[src/rtl/intdiv_post_if.sv]
// Handshake and data bundle between the SRT iteration datapath, the
// post-processing stage and the divider result consumer.
interface intdiv_post_if #(
    parameter int D_W   = 32,
    parameter int REM_W = 1 + D_W + 2 + 3
);
    logic                   in_valid_i;
    logic                   in_ready_o;
    logic [REM_W-1:0]       rem_s_i;
    logic [REM_W-1:0]       rem_c_i;
    logic [D_W-1:0]         quo_iter_i;
    logic [D_W-1:0]         quo_m1_iter_i;
    logic [D_W-1:0]         D_norm_i;
    logic [$clog2(D_W)-1:0] norm_shift_i;
    logic                   quo_neg_i;
    logic                   rem_neg_i;
    logic                   div_zero_i;
    logic [D_W-1:0]         dividend_i;
    logic                   out_valid_o;
    logic                   out_ready_i;
    logic [D_W-1:0]         quo_o;
    logic [D_W-1:0]         rem_o;

    modport slave (
        input  in_valid_i, rem_s_i, rem_c_i, quo_iter_i, quo_m1_iter_i, D_norm_i,
               norm_shift_i, quo_neg_i, rem_neg_i, div_zero_i, dividend_i, out_ready_i,
        output in_ready_o, out_valid_o, quo_o, rem_o
    );

    modport master (
        output in_valid_i, rem_s_i, rem_c_i, quo_iter_i, quo_m1_iter_i, D_norm_i,
               norm_shift_i, quo_neg_i, rem_neg_i, div_zero_i, dividend_i, out_ready_i,
        input  in_ready_o, out_valid_o, quo_o, rem_o
    );
endinterface

[src/rtl/intdiv_post.sv]
// SRT divider post-processing: resolves carry-save remainder and Q/Q-1 into
// the final signed quotient/remainder, with divide-by-zero substitution.
module intdiv_post #(
    parameter int D_W   = 32,
    parameter int REM_W = 1 + D_W + 2 + 3
) (
    input  logic          clk,
    input  logic          rst_n,
    intdiv_post_if.slave  bus
);
    localparam int SH_W = $clog2(D_W);

    typedef enum logic [1:0] {S_IDLE, S_CPA, S_FIX, S_OUT} state_t;

    state_t           r_state, w_state_nx;
    logic [REM_W-1:0] r_rem_s, r_rem_c;
    logic [D_W-1:0]   r_q, r_qm1, r_dnorm;
    logic [SH_W-1:0]  r_shift;
    logic             r_qneg, r_rneg;
    logic [D_W:0]     r_R;
    logic [D_W-1:0]   r_quo, r_rem;

    logic             w_accept;
    logic [D_W:0]     w_R;
    logic [D_W-1:0]   w_r, w_rd, w_q, w_quo, w_rem;

    assign w_accept        = (r_state == S_IDLE) && bus.in_valid_i;
    assign bus.in_ready_o  = (r_state == S_IDLE);
    assign bus.out_valid_o = (r_state == S_OUT);
    assign bus.quo_o       = r_quo;
    assign bus.rem_o       = r_rem;

    // Low 5 bits of the resolved remainder are guard bits below the divisor alignment.
    assign w_R   = (D_W+1)'((r_rem_s + r_rem_c) >> 5);

    // A negative partial remainder means the last digit overshot by one.
    assign w_q   = r_R[D_W] ? r_qm1 : r_q;
    assign w_r   = r_R[D_W] ? (r_R[D_W-1:0] + r_dnorm) : r_R[D_W-1:0];
    assign w_rd  = w_r >> r_shift;
    assign w_quo = r_qneg ? -w_q  : w_q;
    assign w_rem = r_rneg ? -w_rd : w_rd;

    always_ff @(posedge clk or negedge rst_n) begin
        if (!rst_n) r_state <= S_IDLE;
        else        r_state <= w_state_nx;
    end

    always_comb begin
        w_state_nx = r_state;
        case (r_state)
            S_IDLE:  if (bus.in_valid_i) w_state_nx = bus.div_zero_i ? S_OUT : S_CPA;
            S_CPA:   w_state_nx = S_FIX;
            S_FIX:   w_state_nx = S_OUT;
            S_OUT:   if (bus.out_ready_i) w_state_nx = S_IDLE;
            default: w_state_nx = S_IDLE;
        endcase
    end

    always_ff @(posedge clk or negedge rst_n) begin
        if (!rst_n) begin
            r_rem_s <= '0;
            r_rem_c <= '0;
            r_q     <= '0;
            r_qm1   <= '0;
            r_dnorm <= '0;
            r_shift <= '0;
            r_qneg  <= 1'b0;
            r_rneg  <= 1'b0;
            r_R     <= '0;
            r_quo   <= '0;
            r_rem   <= '0;
        end else begin
            if (w_accept) begin
                r_rem_s <= bus.rem_s_i;
                r_rem_c <= bus.rem_c_i;
                r_q     <= bus.quo_iter_i;
                r_qm1   <= bus.quo_m1_iter_i;
                r_dnorm <= bus.D_norm_i;
                r_shift <= bus.norm_shift_i;
                r_qneg  <= bus.quo_neg_i;
                r_rneg  <= bus.rem_neg_i;
                if (bus.div_zero_i) begin
                    r_quo <= '1;
                    r_rem <= bus.dividend_i;
                end
            end
            if (r_state == S_CPA) r_R <= w_R;
            if (r_state == S_FIX) begin
                r_quo <= w_quo;
                r_rem <= w_rem;
            end
        end
    end
endmodule

[src/flat_wrapper.sv]
// flat-port wrapper written by rule: the top's interface ports become plain ports
module intdiv_post_flat 
#(
    parameter int D_W   = 32,
    parameter int REM_W = 1 + D_W + 2 + 3
)
  (clk, rst_n, bus_in_valid_i, bus_rem_s_i, bus_rem_c_i, bus_quo_iter_i, bus_quo_m1_iter_i, bus_D_norm_i, bus_norm_shift_i, bus_quo_neg_i, bus_rem_neg_i, bus_div_zero_i, bus_dividend_i, bus_out_ready_i, bus_in_ready_o, bus_out_valid_o, bus_quo_o, bus_rem_o);
  intdiv_post_if #(.D_W(D_W), .REM_W(REM_W)) bus_i ();
  input  logic clk;
  input  logic rst_n;
  input wire logic [$bits(bus_i.in_valid_i)-1:0] bus_in_valid_i;
  input wire logic [$bits(bus_i.rem_s_i)-1:0] bus_rem_s_i;
  input wire logic [$bits(bus_i.rem_c_i)-1:0] bus_rem_c_i;
  input wire logic [$bits(bus_i.quo_iter_i)-1:0] bus_quo_iter_i;
  input wire logic [$bits(bus_i.quo_m1_iter_i)-1:0] bus_quo_m1_iter_i;
  input wire logic [$bits(bus_i.D_norm_i)-1:0] bus_D_norm_i;
  input wire logic [$bits(bus_i.norm_shift_i)-1:0] bus_norm_shift_i;
  input wire logic [$bits(bus_i.quo_neg_i)-1:0] bus_quo_neg_i;
  input wire logic [$bits(bus_i.rem_neg_i)-1:0] bus_rem_neg_i;
  input wire logic [$bits(bus_i.div_zero_i)-1:0] bus_div_zero_i;
  input wire logic [$bits(bus_i.dividend_i)-1:0] bus_dividend_i;
  input wire logic [$bits(bus_i.out_ready_i)-1:0] bus_out_ready_i;
  output wire logic [$bits(bus_i.in_ready_o)-1:0] bus_in_ready_o;
  output wire logic [$bits(bus_i.out_valid_o)-1:0] bus_out_valid_o;
  output wire logic [$bits(bus_i.quo_o)-1:0] bus_quo_o;
  output wire logic [$bits(bus_i.rem_o)-1:0] bus_rem_o;
  assign bus_i.in_valid_i = bus_in_valid_i;
  assign bus_i.rem_s_i = bus_rem_s_i;
  assign bus_i.rem_c_i = bus_rem_c_i;
  assign bus_i.quo_iter_i = bus_quo_iter_i;
  assign bus_i.quo_m1_iter_i = bus_quo_m1_iter_i;
  assign bus_i.D_norm_i = bus_D_norm_i;
  assign bus_i.norm_shift_i = bus_norm_shift_i;
  assign bus_i.quo_neg_i = bus_quo_neg_i;
  assign bus_i.rem_neg_i = bus_rem_neg_i;
  assign bus_i.div_zero_i = bus_div_zero_i;
  assign bus_i.dividend_i = bus_dividend_i;
  assign bus_i.out_ready_i = bus_out_ready_i;
  assign bus_in_ready_o = bus_i.in_ready_o;
  assign bus_out_valid_o = bus_i.out_valid_o;
  assign bus_quo_o = bus_i.quo_o;
  assign bus_rem_o = bus_i.rem_o;
  intdiv_post #(.D_W(D_W), .REM_W(REM_W)) u_core (.clk(clk), .rst_n(rst_n), .bus(bus_i));
endmodule
[config.mk]
export PLATFORM = sky130hd
export DESIGN_NAME = intdiv_post_flat
export DESIGN_NICKNAME = d
export VERILOG_FILES = /design/src/rtl/intdiv_post_if.sv /design/src/rtl/intdiv_post.sv /design/src/flat_wrapper.sv
export SDC_FILE = /design/constraint.sdc
export NUM_CORES = 1
export LEC_CHECK = 0
export BUFFER_PORTS_ARGS = -buffer_cell sky130_fd_sc_hd__buf_2
export CAP_MARGIN = 0
export CORE_MARGIN = 5
export CORE_UTILIZATION = 35
export DETAILED_ROUTE_END_ITERATION = 8
export SKIP_LAST_GASP = 1
export SYNTH_ARGS = -nofsm -noshare
export SYNTH_HDL_FRONTEND = slang
export SYNTH_SLANG_ARGS = --single-unit
[constraint.sdc]
create_clock -name clk -period 11.8 [get_ports clk]
set_clock_uncertainty 0.15 [all_clocks]
set_input_delay 0 -clock clk [delete_from_list [all_inputs] [get_ports clk]]
set_output_delay 0 -clock clk [all_outputs]
set_load 0.05 [all_outputs]
==> impl_metrics.py <==
metrics = {
    "run_status": {
        "status": "finished, final reports clean",
    },
    "placed_design": {
        "port_buffers": 281,
        "finalWeightedCongestion": 0.9942,
        "dp_hpwl_mm": 49.68,
        "placed_cell_area_um2": 21490,
        "dpl_worst_slack_ps": 5915,
    },
    "timing": {
        "fin_ws_ps": 5833,
        "slew_headroom_pct": 19.04,
        "rsz0062_at_grt": "no",
        "max_slew.worst_pin.slew_ps": 1184,
        "setup-violations-final": 0,
        "final.period_utilization_pct": 50.57,
        "hold_violations": 0,
        "tns_ps": 0,
        "whs_ps": 18.61,
        "post-route-min-period_ps": 5967,
        "slew_violations": 0,
        "max_freq_ghz": 0.1676,
    },
    "synthesis": {
        "yosys-top-cells-area": "dfrtp_1 36%, mux2_2 12%, ha_1 4.7%, nand2_1 4.2%, mux2i_1 3.5%",
        "yosys_warnings": 0,
        "synth_flop_cell": "dfrtp_1",
        "synthArstFlopShare_pct": 100.0,
        "synth_cell_types": 109,
        "synth_nets": 2346,
        "postSynthCellCount": 2056,
        "yosys.area.top_type": "dfrtp_1",
        "yosys_register_bits": 278,
        "synth-edff-count": 0,
        "synth_area_per_cell_um2": 9.481,
        "synth.cell_area_um2": 19490,
        "synth_top_area_share_pct": 35.69,
        "yosysSeqAreaShare_pct": 35.69,
    },
    "clock_network": {
        "cts_root_buf": "clkbuf_16",
        "ctsResizeCount": 0,
        "cts_buffer_depth": 3,
        "postCtsSetupBuffers": 0,
        "cts_inserted_buffers": 31,
        "cts_max_level": 1,
        "clkSlewWorstSetupHoldPaths_ps": 60,
        "clock-sinks": 278,
        "cts_hold_buf": 223,
        "insertion_delay_ps": 570,
        "tritoncts": "done",
    },
    "finish": {
        "area.growth.synth_to_final_pct": 27.17,
        "fin_area_um2": 24790,
        "drive_above_1_share_pct": 25.36,
        "n_fill_cell": 5309,
        "multi_input_area_um2": 11870,
        "ff_latch_area_um2": 6960,
        "final_nets": 2777,
    },
    "setup_path": {
        "worstPathArrival_ps": 6250,
        "crit_family": "compound AO/OA/AOI/OAI gates",
        "worstSetupPathType": "reg2reg",
        "cp_data_required_time_ps": 12090,
        "worstPathMaxFanout": 11,
        "end_kind": "flip-flop",
        "slowest_delay_ps": 630,
        "crit_path_top_delay_cell": "nor3_1",
        "cp-start-kind": "flip-flop",
        "path_cells": "ha_1 > fa_1 > a211oi_4 > o21ai_2 > nand4_1 > nand3_1 > o2111a_1 > a2111oi_4 > nor3_1 > nor3_1 > o311a_1 > a21o_1 > ha_1 > nand4_1 > o31ai_1 > xor2_1 > o21ai_1",
        "cp_num_buf_inv": 0,
    },
    "grt": {
        "grt_max_degree": 82,
        "track_usage_pct": 21.62,
        "met3_usage_pct": 2.647,
        "antenna_found_initial": 9,
        "grt-busiest-layer": "met2",
        "gr-total-overflow": 0,
        "grt_pass1_vias": 18400,
        "met2_usage_pct": 36.56,
        "grt_pass1_wl_mm": 105.3,
        "use_met1_pct": 28.99,
    },
    "floorplan": {
        "die-area_um2": 60520,
        "core_um2": 55090,
        "die_w_um": 246,
        "ios": 282,
        "start_util_pct": 35.38,
        "fp.dieH_um": 246,
        "placementRows": 86,
    },
    "drt": {
        "drt_wl_total_mm": 68.50,
        "drc_errors": 0,
        "dr.pass1.iters": 6,
        "routed_via_density": 5.616,
        "wl_per_cell_um": 20.98,
        "drtAntennaViolNets": 0,
        "drtIter0Drc": 1622,
        "vias": 18340,
    },
    "flow_run": {
        "max-cap-violations": 0,
    },
    "hold_path": {
        "hp-class": "in2reg",
    },
}
worst min-delay path: stages:
cell	delay [ps]
buf_2	90
nand3_1	70
buf_4	260
mux2i_1	190
o21ai_0	80
flip-flops by register name (all words and copies together) (netlist names):
| name | flops |
|---|---|
| u_core.r_dnorm | 32 |
| u_core.r_q | 32 |
| u_core.r_rem_c | 38 |
| u_core.r_qm1 | 32 |
| u_core.r_rem_s | 38 |
| u_core.bus.rem_o | 32 |
| u_core.r_rneg | 1 |
| u_core.r_qneg | 1 |
| u_core.r_R | 33 |
| u_core.r_state | 2 |
| u_core.r_shift | 5 |
| u_core.bus.quo_o | 32 |
routing by layer:
layer  share of wire (%)  vias to the layer above  routed length (µm)
met5                   0                        -                   0
met4                 3.4                        0                2328
met3                 5.9                      137                4055
met2                  48                      707               32740
met1                  43                     8961               29380
li1                    -                     8530                   -
cells in the final DEF (no fill, tap or decap), types with 29 or more instances in the layout:
| master | instances |
|---|---|
| buf_2 | 280 |
| dfrtp_1 | 277 |
| dlygate4sd3_1 | 222 |
| nand2_1 | 215 |
| mux2_2 | 210 |
| nor2_1 | 125 |
| o21ai_0 | 110 |
| a21oi_1 | 102 |
| ha_1 | 72 |
| xnor2_1 | 71 |
| mux2i_1 | 69 |
| nor3_1 | 60 |
| nand3_1 | 46 |
| inv_1 | 39 |
| clkbuf_16 | 31 |
| nand4_1 | 29 |
path summary, 6_finish.rpt:
path	start	cells past startpoint	slack, ps	end
max	u_core.r_R[0]	17	5830	u_core.bus.rem_o[14]
min	bus_div_zero_i	5	20	u_core.bus.rem_o[6]
max reg2reg	u_core.r_R[0]	17	5830	u_core.bus.rem_o[14]
min reg2reg	u_core.r_q[27]	1	350	u_core.r_q[27]
max in group asynchronous	rst_n	5	9240	u_core.r_rem_s[32]
min in group asynchronous	rst_n	3	370	u_core.bus.quo_o[3]
area by class of cell:
type                    instances  area share, %
clock buffers                  42          3.457
diodes                          9        0.09085
inverters                      40         0.6057
clock inverters                12         0.7016
repair buffers                524          15.39
flip-flops and latches        278          28.08
multi-input cells            1612          47.90
well taps                     748          3.775
cells by family (layout without fill, tap and decap cells):
group	count (synthesis)	in the layout	synth area share (%)
xor+xnor	90	90	4.044
flops	278	278	35.69
buf+inv	166	618	3.460
other cells	0	9	0
fa+ha+maj	74	74	4.788
simple gates	634	634	16.05
compound gates	525	525	19.20
mux	289	289	16.77
metrics by stage:
step | cells | util, %
after floorplan | 2056 | -
after global placement | 2979 | 39.00
after detailed placement | 2979 | 39.00
after CTS | 3256 | 44.96
after global routing | 3261 | 44.98
final | 3265 | 45.00
cells in the mapped netlist (25+ instances only):
| library cell | number |
|---|---|
| clkbuf_1 | 70 |
| o21ai_0 | 110 |
| mux2_2 | 210 |
| inv_1 | 40 |
| ha_1 | 73 |
| and3_1 | 28 |
| mux2i_1 | 69 |
| dfrtp_1 | 278 |
| nand4_1 | 29 |
| a21oi_1 | 102 |
| buf_2 | 27 |
| xnor2_1 | 71 |
| a31oi_1 | 26 |
| nand2_1 | 216 |
| nor3_1 | 60 |
| a211oi_1 | 25 |
| nand3_1 | 46 |
| nor2_1 | 125 |
Power is not shown: default switching activity piles up to over one toggle a cycle in this logic, so the estimate is an artifact.
